File: config.mk
export PLATFORM = sky130hd
export DESIGN_NAME = demux_1_to_4_stream_flat
export DESIGN_NICKNAME = d
export VERILOG_FILES = /design/src/rtl/demux_pkg.sv /design/src/rtl/demux_1_to_4_stream_if.sv /design/src/rtl/demux_slot.sv /design/src/rtl/demux_1_to_4_stream.sv /design/src/flat_wrapper.sv
export SDC_FILE = /design/constraint.sdc
export NUM_CORES = 1
export LEC_CHECK = 0
export ABC_AREA = 1
export BUFFER_PORTS_ARGS = -buffer_cell sky130_fd_sc_hd__buf_2
export CAP_MARGIN = 25
export CORE_AREA = 2 2 121 123
export CTS_CLUSTER_SIZE = 24
export DETAILED_ROUTE_END_ITERATION = 12
export DIE_AREA = 0 0 123 125
export REMOVE_ABC_BUFFERS = 1
export SLEW_MARGIN = 20
export SYNTH_ARGS = -nofsm -noshare
export SYNTH_HDL_FRONTEND = slang
export SYNTH_HIERARCHICAL = 1
export SYNTH_SLANG_ARGS = --single-unit
File: constraint.sdc
create_clock -name clk -period 2.5 [get_ports clk]
set_input_delay 0.125 -clock clk [delete_from_list [all_inputs] [get_ports clk]]
set_output_delay 0.125 -clock clk [all_outputs]
set_load 0.01 [all_outputs]
File: src/rtl/demux_pkg.sv
// Shared constants and types for the 1-to-4 stream demultiplexer.
package demux_pkg;

  localparam int DATA_W_DEF = 32;
  localparam int N_CH       = 4;
  localparam int SEL_W      = 2;
  localparam int CNT_W_DEF  = 16;

  typedef logic [SEL_W-1:0] ch_sel_t;

endpackage

File: src/rtl/demux_1_to_4_stream_if.sv
// Stream bundle for demux_1_to_4_stream: one input stream in, four channel streams out.
interface demux_1_to_4_stream_if
  import demux_pkg::*;
#(
  parameter int DATA_W = DATA_W_DEF
) ();

  logic                   in_valid;
  logic                   in_ready;
  logic [DATA_W-1:0]      in_data;
  ch_sel_t                in_sel;
  logic [N_CH-1:0]        out_valid;
  logic [N_CH-1:0]        out_ready;
  logic [N_CH*DATA_W-1:0] out_data;

  // Environment side: produces the input stream and consumes the channels.
  modport master (
    output in_valid, in_data, in_sel, out_ready,
    input  in_ready, out_valid, out_data
  );

  // Demux side.
  modport slave (
    input  in_valid, in_data, in_sel, out_ready,
    output in_ready, out_valid, out_data
  );

endinterface

File: src/rtl/demux_slot.sv
// One-entry holding register for a single output channel.
module demux_slot #(
  parameter int DATA_W = 32
) (
  input  logic              clk,
  input  logic              rst_n,
  input  logic              push,
  input  logic              pop,
  input  logic [DATA_W-1:0] push_data,
  output logic              valid,
  output logic [DATA_W-1:0] data
);

  logic              valid_r;
  logic [DATA_W-1:0] data_r;

  // Push wins over pop so a same-cycle refill keeps the slot full.
  always_ff @(posedge clk or negedge rst_n) begin
    if (!rst_n) begin
      valid_r <= 1'b0;
      data_r  <= {DATA_W{1'b0}};
    end else if (push) begin
      valid_r <= 1'b1;
      data_r  <= push_data;
    end else if (pop) begin
      valid_r <= 1'b0;
      data_r  <= data_r;
    end else begin
      valid_r <= valid_r;
      data_r  <= data_r;
    end
  end

  assign valid = valid_r;
  assign data  = data_r;

endmodule

File: src/rtl/demux_1_to_4_stream.sv
// Routes one stream to four independently handshaked channels.
// Optional per-channel saturating accept counters under `define DEMUX_STATS_EN.
module demux_1_to_4_stream
  import demux_pkg::*;
#(
  parameter int DATA_W = DATA_W_DEF,
  parameter int CNT_W  = CNT_W_DEF
) (
  input  logic                   clk,
  input  logic                   rst_n,
  demux_1_to_4_stream_if.slave   bus
`ifdef DEMUX_STATS_EN
  ,
  output logic [N_CH*CNT_W-1:0]  stat_cnt
`endif
);

  ch_sel_t                sel_s;
  logic                   in_ready_s;
  logic                   accept_s;
  logic [N_CH-1:0]        push_s;
  logic [N_CH-1:0]        pop_s;
  logic [N_CH-1:0]        valid_s;
  logic [N_CH*DATA_W-1:0] data_s;

  // A full slot can still accept when its consumer drains it this cycle.
  assign sel_s      = bus.in_sel;
  assign in_ready_s = !valid_s[sel_s] || bus.out_ready[sel_s];
  assign accept_s   = bus.in_valid && in_ready_s;
  assign pop_s      = valid_s & bus.out_ready;

  // One-hot push decode of the accepted word's destination.
  always_comb begin
    push_s = {N_CH{1'b0}};
    if (accept_s) begin
      push_s[sel_s] = 1'b1;
    end else begin
      push_s = {N_CH{1'b0}};
    end
  end

  for (genvar gi = 0; gi < N_CH; gi++) begin : g_slot
    demux_slot #(.DATA_W(DATA_W)) u_slot (
      .clk       (clk),
      .rst_n     (rst_n),
      .push      (push_s[gi]),
      .pop       (pop_s[gi]),
      .push_data (bus.in_data),
      .valid     (valid_s[gi]),
      .data      (data_s[gi*DATA_W +: DATA_W])
    );
  end

  assign bus.in_ready  = in_ready_s;
  assign bus.out_valid = valid_s;
  assign bus.out_data  = data_s;

`ifdef DEMUX_STATS_EN
  for (genvar gc = 0; gc < N_CH; gc++) begin : g_stat
    logic [CNT_W-1:0] cnt_r;

    // Saturating count of words accepted for this channel.
    always_ff @(posedge clk or negedge rst_n) begin
      if (!rst_n) begin
        cnt_r <= {CNT_W{1'b0}};
      end else if (push_s[gc] && (cnt_r != {CNT_W{1'b1}})) begin
        cnt_r <= cnt_r + {{(CNT_W-1){1'b0}}, 1'b1};
      end else begin
        cnt_r <= cnt_r;
      end
    end

    assign stat_cnt[gc*CNT_W +: CNT_W] = cnt_r;
  end
`endif

endmodule

File: src/flat_wrapper.sv
// flat-port wrapper written by rule: the top's interface ports become plain ports
module demux_1_to_4_stream_flat import demux_pkg::*;
#(
  parameter int DATA_W = DATA_W_DEF,
  parameter int CNT_W  = CNT_W_DEF
)
  (clk, rst_n, bus_in_valid, bus_in_data, bus_in_sel, bus_out_ready, bus_in_ready, bus_out_valid, bus_out_data);
  demux_1_to_4_stream_if #(.DATA_W(DATA_W)) bus_i ();
  input  logic clk;
  input  logic rst_n;
  input wire logic [$bits(bus_i.in_valid)-1:0] bus_in_valid;
  input wire logic [$bits(bus_i.in_data)-1:0] bus_in_data;
  input wire logic [$bits(bus_i.in_sel)-1:0] bus_in_sel;
  input wire logic [$bits(bus_i.out_ready)-1:0] bus_out_ready;
  output wire logic [$bits(bus_i.in_ready)-1:0] bus_in_ready;
  output wire logic [$bits(bus_i.out_valid)-1:0] bus_out_valid;
  output wire logic [$bits(bus_i.out_data)-1:0] bus_out_data;
  assign bus_i.in_valid = bus_in_valid;
  assign bus_i.in_data = bus_in_data;
  assign bus_i.in_sel = bus_in_sel;
  assign bus_i.out_ready = bus_out_ready;
  assign bus_in_ready = bus_i.in_ready;
  assign bus_out_valid = bus_i.out_valid;
  assign bus_out_data = bus_i.out_data;
  demux_1_to_4_stream #(.DATA_W(DATA_W), .CNT_W(CNT_W)) u_core (.clk(clk), .rst_n(rst_n), .bus(bus_i));
endmodule
==> metrics.md <==
| Metric | Value |
|---|---|
| Number of antenna violations at the first check in global routing | `0` |
| Crit share post-route | `0.7509` |
| Headroom to the max-slew limit | `0.5992` |
| WL final | `14.57 mm` |
| Final core utilization | `0.5102` |
| Result of the run | `finished, final reports clean` |
| Area of combinational cells with multiple inputs | `1723 um^2` |
| Worst Tran Pin Value | `approximately 600 ps` |
| Worst setup EP type | `flop` |
| Post-Synth Adder-Cell Area | `0` |
| Diodes inserted | `0` |
| Fin crit period | `1877 ps` |
| Commonest non-fill, non-tap cell in the layout | `nand2_1` |
| Post-synthesis xor/xnor area fraction | `0` |
| LEAKAGE | `4.151 nW` |
| TritonCTS clock tree | `done` |
| Resize count post-CTS | `0` |
| Compound-Gate Fraction of Synth Area | `0` |
| Total via count after detailed routing | `between 4000 and 5000` |
| Residual overflow from global routing | `0` |
| Global Route Usage Sum | `0.1974` |
| Pin count of the biggest net entering global routing | `41` |
| Number of fillers in the final layout | `1353` |
| Effective utilization at floorplan | `0.3861` |
| Number of ports placed on the die boundary | `about 170` |
| Fraction of post-synthesis cell area in the top cell type by area | `0.6023` |
| Area post-placement | `6309 um^2` |
| Highest clock frequency the design can meet | `0.5327 GHz` |
| VDD IR max | `0.0005280 V` |
| Vias in the first global route | `4456` |
| Worst setup margin | `622.7 ps` |
| CTS Buffer Depth | `2` |
| Largest cells by area after synthesis | `dfrtp_1, nand2_1, nand2_2` |
| Start point of the critical path | `u_core/g_slot[1].u_slot/valid` |
| H-tree levels | `4` |
| HP Class | `input pin to flop` |
| Worst Setup Start Kind | `flop` |
| Worst flop-to-flop path startpoint | `u_core/g_slot[1].u_slot/valid` |
| Total number of nets in the final design | `843` |
| First-pass GRT wire length | `23.41 mm` |
| Y dimension of the die | `125 um` |
| Final count of negative-setup-slack endpoints | `0` |
| Layout Skew | `roughly 5.5 ps` |
| Number of buffers created by CTS | `17` |
| Place WS | `601.3 ps` |
| Number of cells on the worst reg-to-reg path | `10` |
| IO Port Bufs | `about 170` |
| Core Region | `14200 um^2` |
| Dominant combinational cell family by area after synthesis | `simple AND/OR/NAND/NOR gates` |
| Last weighted congestion value of the routability-driven placer | `0.7779` |
| Number of distinct standard cells referenced by the synthesized netlist | `12` |
| Layout-stage area growth over the synthesis result | `32.15%` |
| Fraction of synthesized area in multiplexers | `0` |
| DR WL/cell | `between 10 and 15 um` |
| Total of hold buffers inserted after clock tree synthesis | `33` |
| Count of yosys warnings during synthesis | `6` |
| Post-Synthesis Cells | `598` |
| Detailed-router iteration count before antenna repair | `4` |
| Cell depth of the worst min-delay path | `6` |
| Number of vias per cell | `4.480` |
| DRC errors left | `0` |
| Avg Synthesized Cell Area | `between 9 and 10 um^2` |
| Total Power Consumption | `7.384 mW` |
| Post-synthesis simple-gate area fraction | `0.3105` |
| Required time of the worst setup path | `2850 ps` |
| Ratio of total power to cell area | `slightly above 1000 nW/um^2` |
| Hold path startpoint | `bus_out_ready[3]` |
| Number of buffers added for setup after CTS | `0` |
| Hold violation count in the final report | `0` |
| RSZ-0062 raised after global routing | `no` |
| Number of synthesized register bits | `132` |
| Post-layout instance area | `7247 um^2` |
| Number of sinks driven by the clock tree | `132` |
| Clk Tree Root Cell | `clkbuf_16` |
| Endpoint arrival time on the critical path | `2230 ps` |
| Kind of critical path | `flop to flop` |
| Most used cells in the layout excluding fill and tap cells | `nand2_1, buf_2, dfrtp_1` |
| Setup TNS after final layout | `0 ps` |
| Worst skew pair latency | `410 ps` |
| Iteration-0 DRC count of the detailed router | `177` |
| Fraction of final layout cells sized beyond drive strength 1 | `0.3190` |
| Combined area of all synthesized cells | `5484 um^2` |
| Maximum Capacitance Violations | `0` |
| Final number of max-transition violations | `0` |
| Area enclosed by the die boundary | `15380 um^2` |
| Maximum fanout along the worst path | `19` |
| Sequential Area | `~3300 um^2` |
| Post-route ant nets | `0` |
| Clock Pin Slew Worst Setup and Hold Paths | `around 50 ps` |
| Floorplan row count | `44` |
| Library cell with the largest summed area after synthesis | `dfrtp_1` |
| Horizontal die dimension | `123 um` |
| Share of the yosys chip area belonging to registers | `0.6023` |
| Half-perimeter wire length after detailed placement | `between 9 and 10 mm` |
final cells by class:
cell class	count	area share
clock buffer	21	0.06215
sequential	132	0.4558
tap	184	0.03177
clock inverter	11	0.02175
inverter	15	0.01191
timing repair buffer	214	0.1789
multi-input combinational	422	0.2377
kinds of logic (layout without fill, tap and decap cells):
logic type             Yosys count  after routing
DFF                            132            132
and+or+nand+nor                422            422
buffers and inverters           44            261
Yosys cell counts (all sizes together):
cell type	n
buf	17
inv	15
nor2	6
nand2	413
dfrtp	132
clkbuf	12
nand3	3
stage by stage:
step                      instances  hold slack (ps)
final                           999            53.24
after global routing            999            70.02
after CTS                       999            38.21
after detailed placement        934            138.7
after global placement          934            136.1
after floorplan                 569           -170.6
worst max-delay path, stage by stage, from the launching register on:
cell,delay (ps)
dfrtp_1,410
nand2_1,80
nand2_1,50
nand2_1,60
nand2_1,60
nand2_2,90
nand2_4,90
nor2_4,420
buf_4,370
nand2_1,90
nand2_1,80
power breakdown:
part	internal (mW)	total [mW]	switching, mW
sequential	2.71	3.08	0.374
combinational	0.722	1.74	1.02
clock	1.68	2.57	0.885
total	5.11	7.38	2.27
registers in the layout (all words and copies together) (netlist names):
register                    count
u_core/g_slot.u_slot/data     128
u_core/g_slot.u_slot/valid      4
metal layers:
layer / wire [um] / global-route usage / up-vias
li1: - / - / 2194
met1: 6681 / 0.2725 / 2120
met2: 6746 / 0.3058 / 148
met3: 941 / 0.04699 / 14
met4: 197 / 0.06684 / 0
met5: 0 / 0 / -
path summary, 6_finish.rpt:
kind                                               endpoint  slack, ps
max                        u_core/g_slot[3].u_slot/data[23]        620
min reg2reg                 u_core/g_slot[2].u_slot/data[7]        470
max reg2reg                u_core/g_slot[3].u_slot/data[23]        620
min in group asynchronous     u_core/g_slot[3].u_slot/valid        240
max in group asynchronous   u_core/g_slot[3].u_slot/data[4]       1420
min                           u_core/g_slot[3].u_slot/valid         50
(Power assumes the default switching activity.)
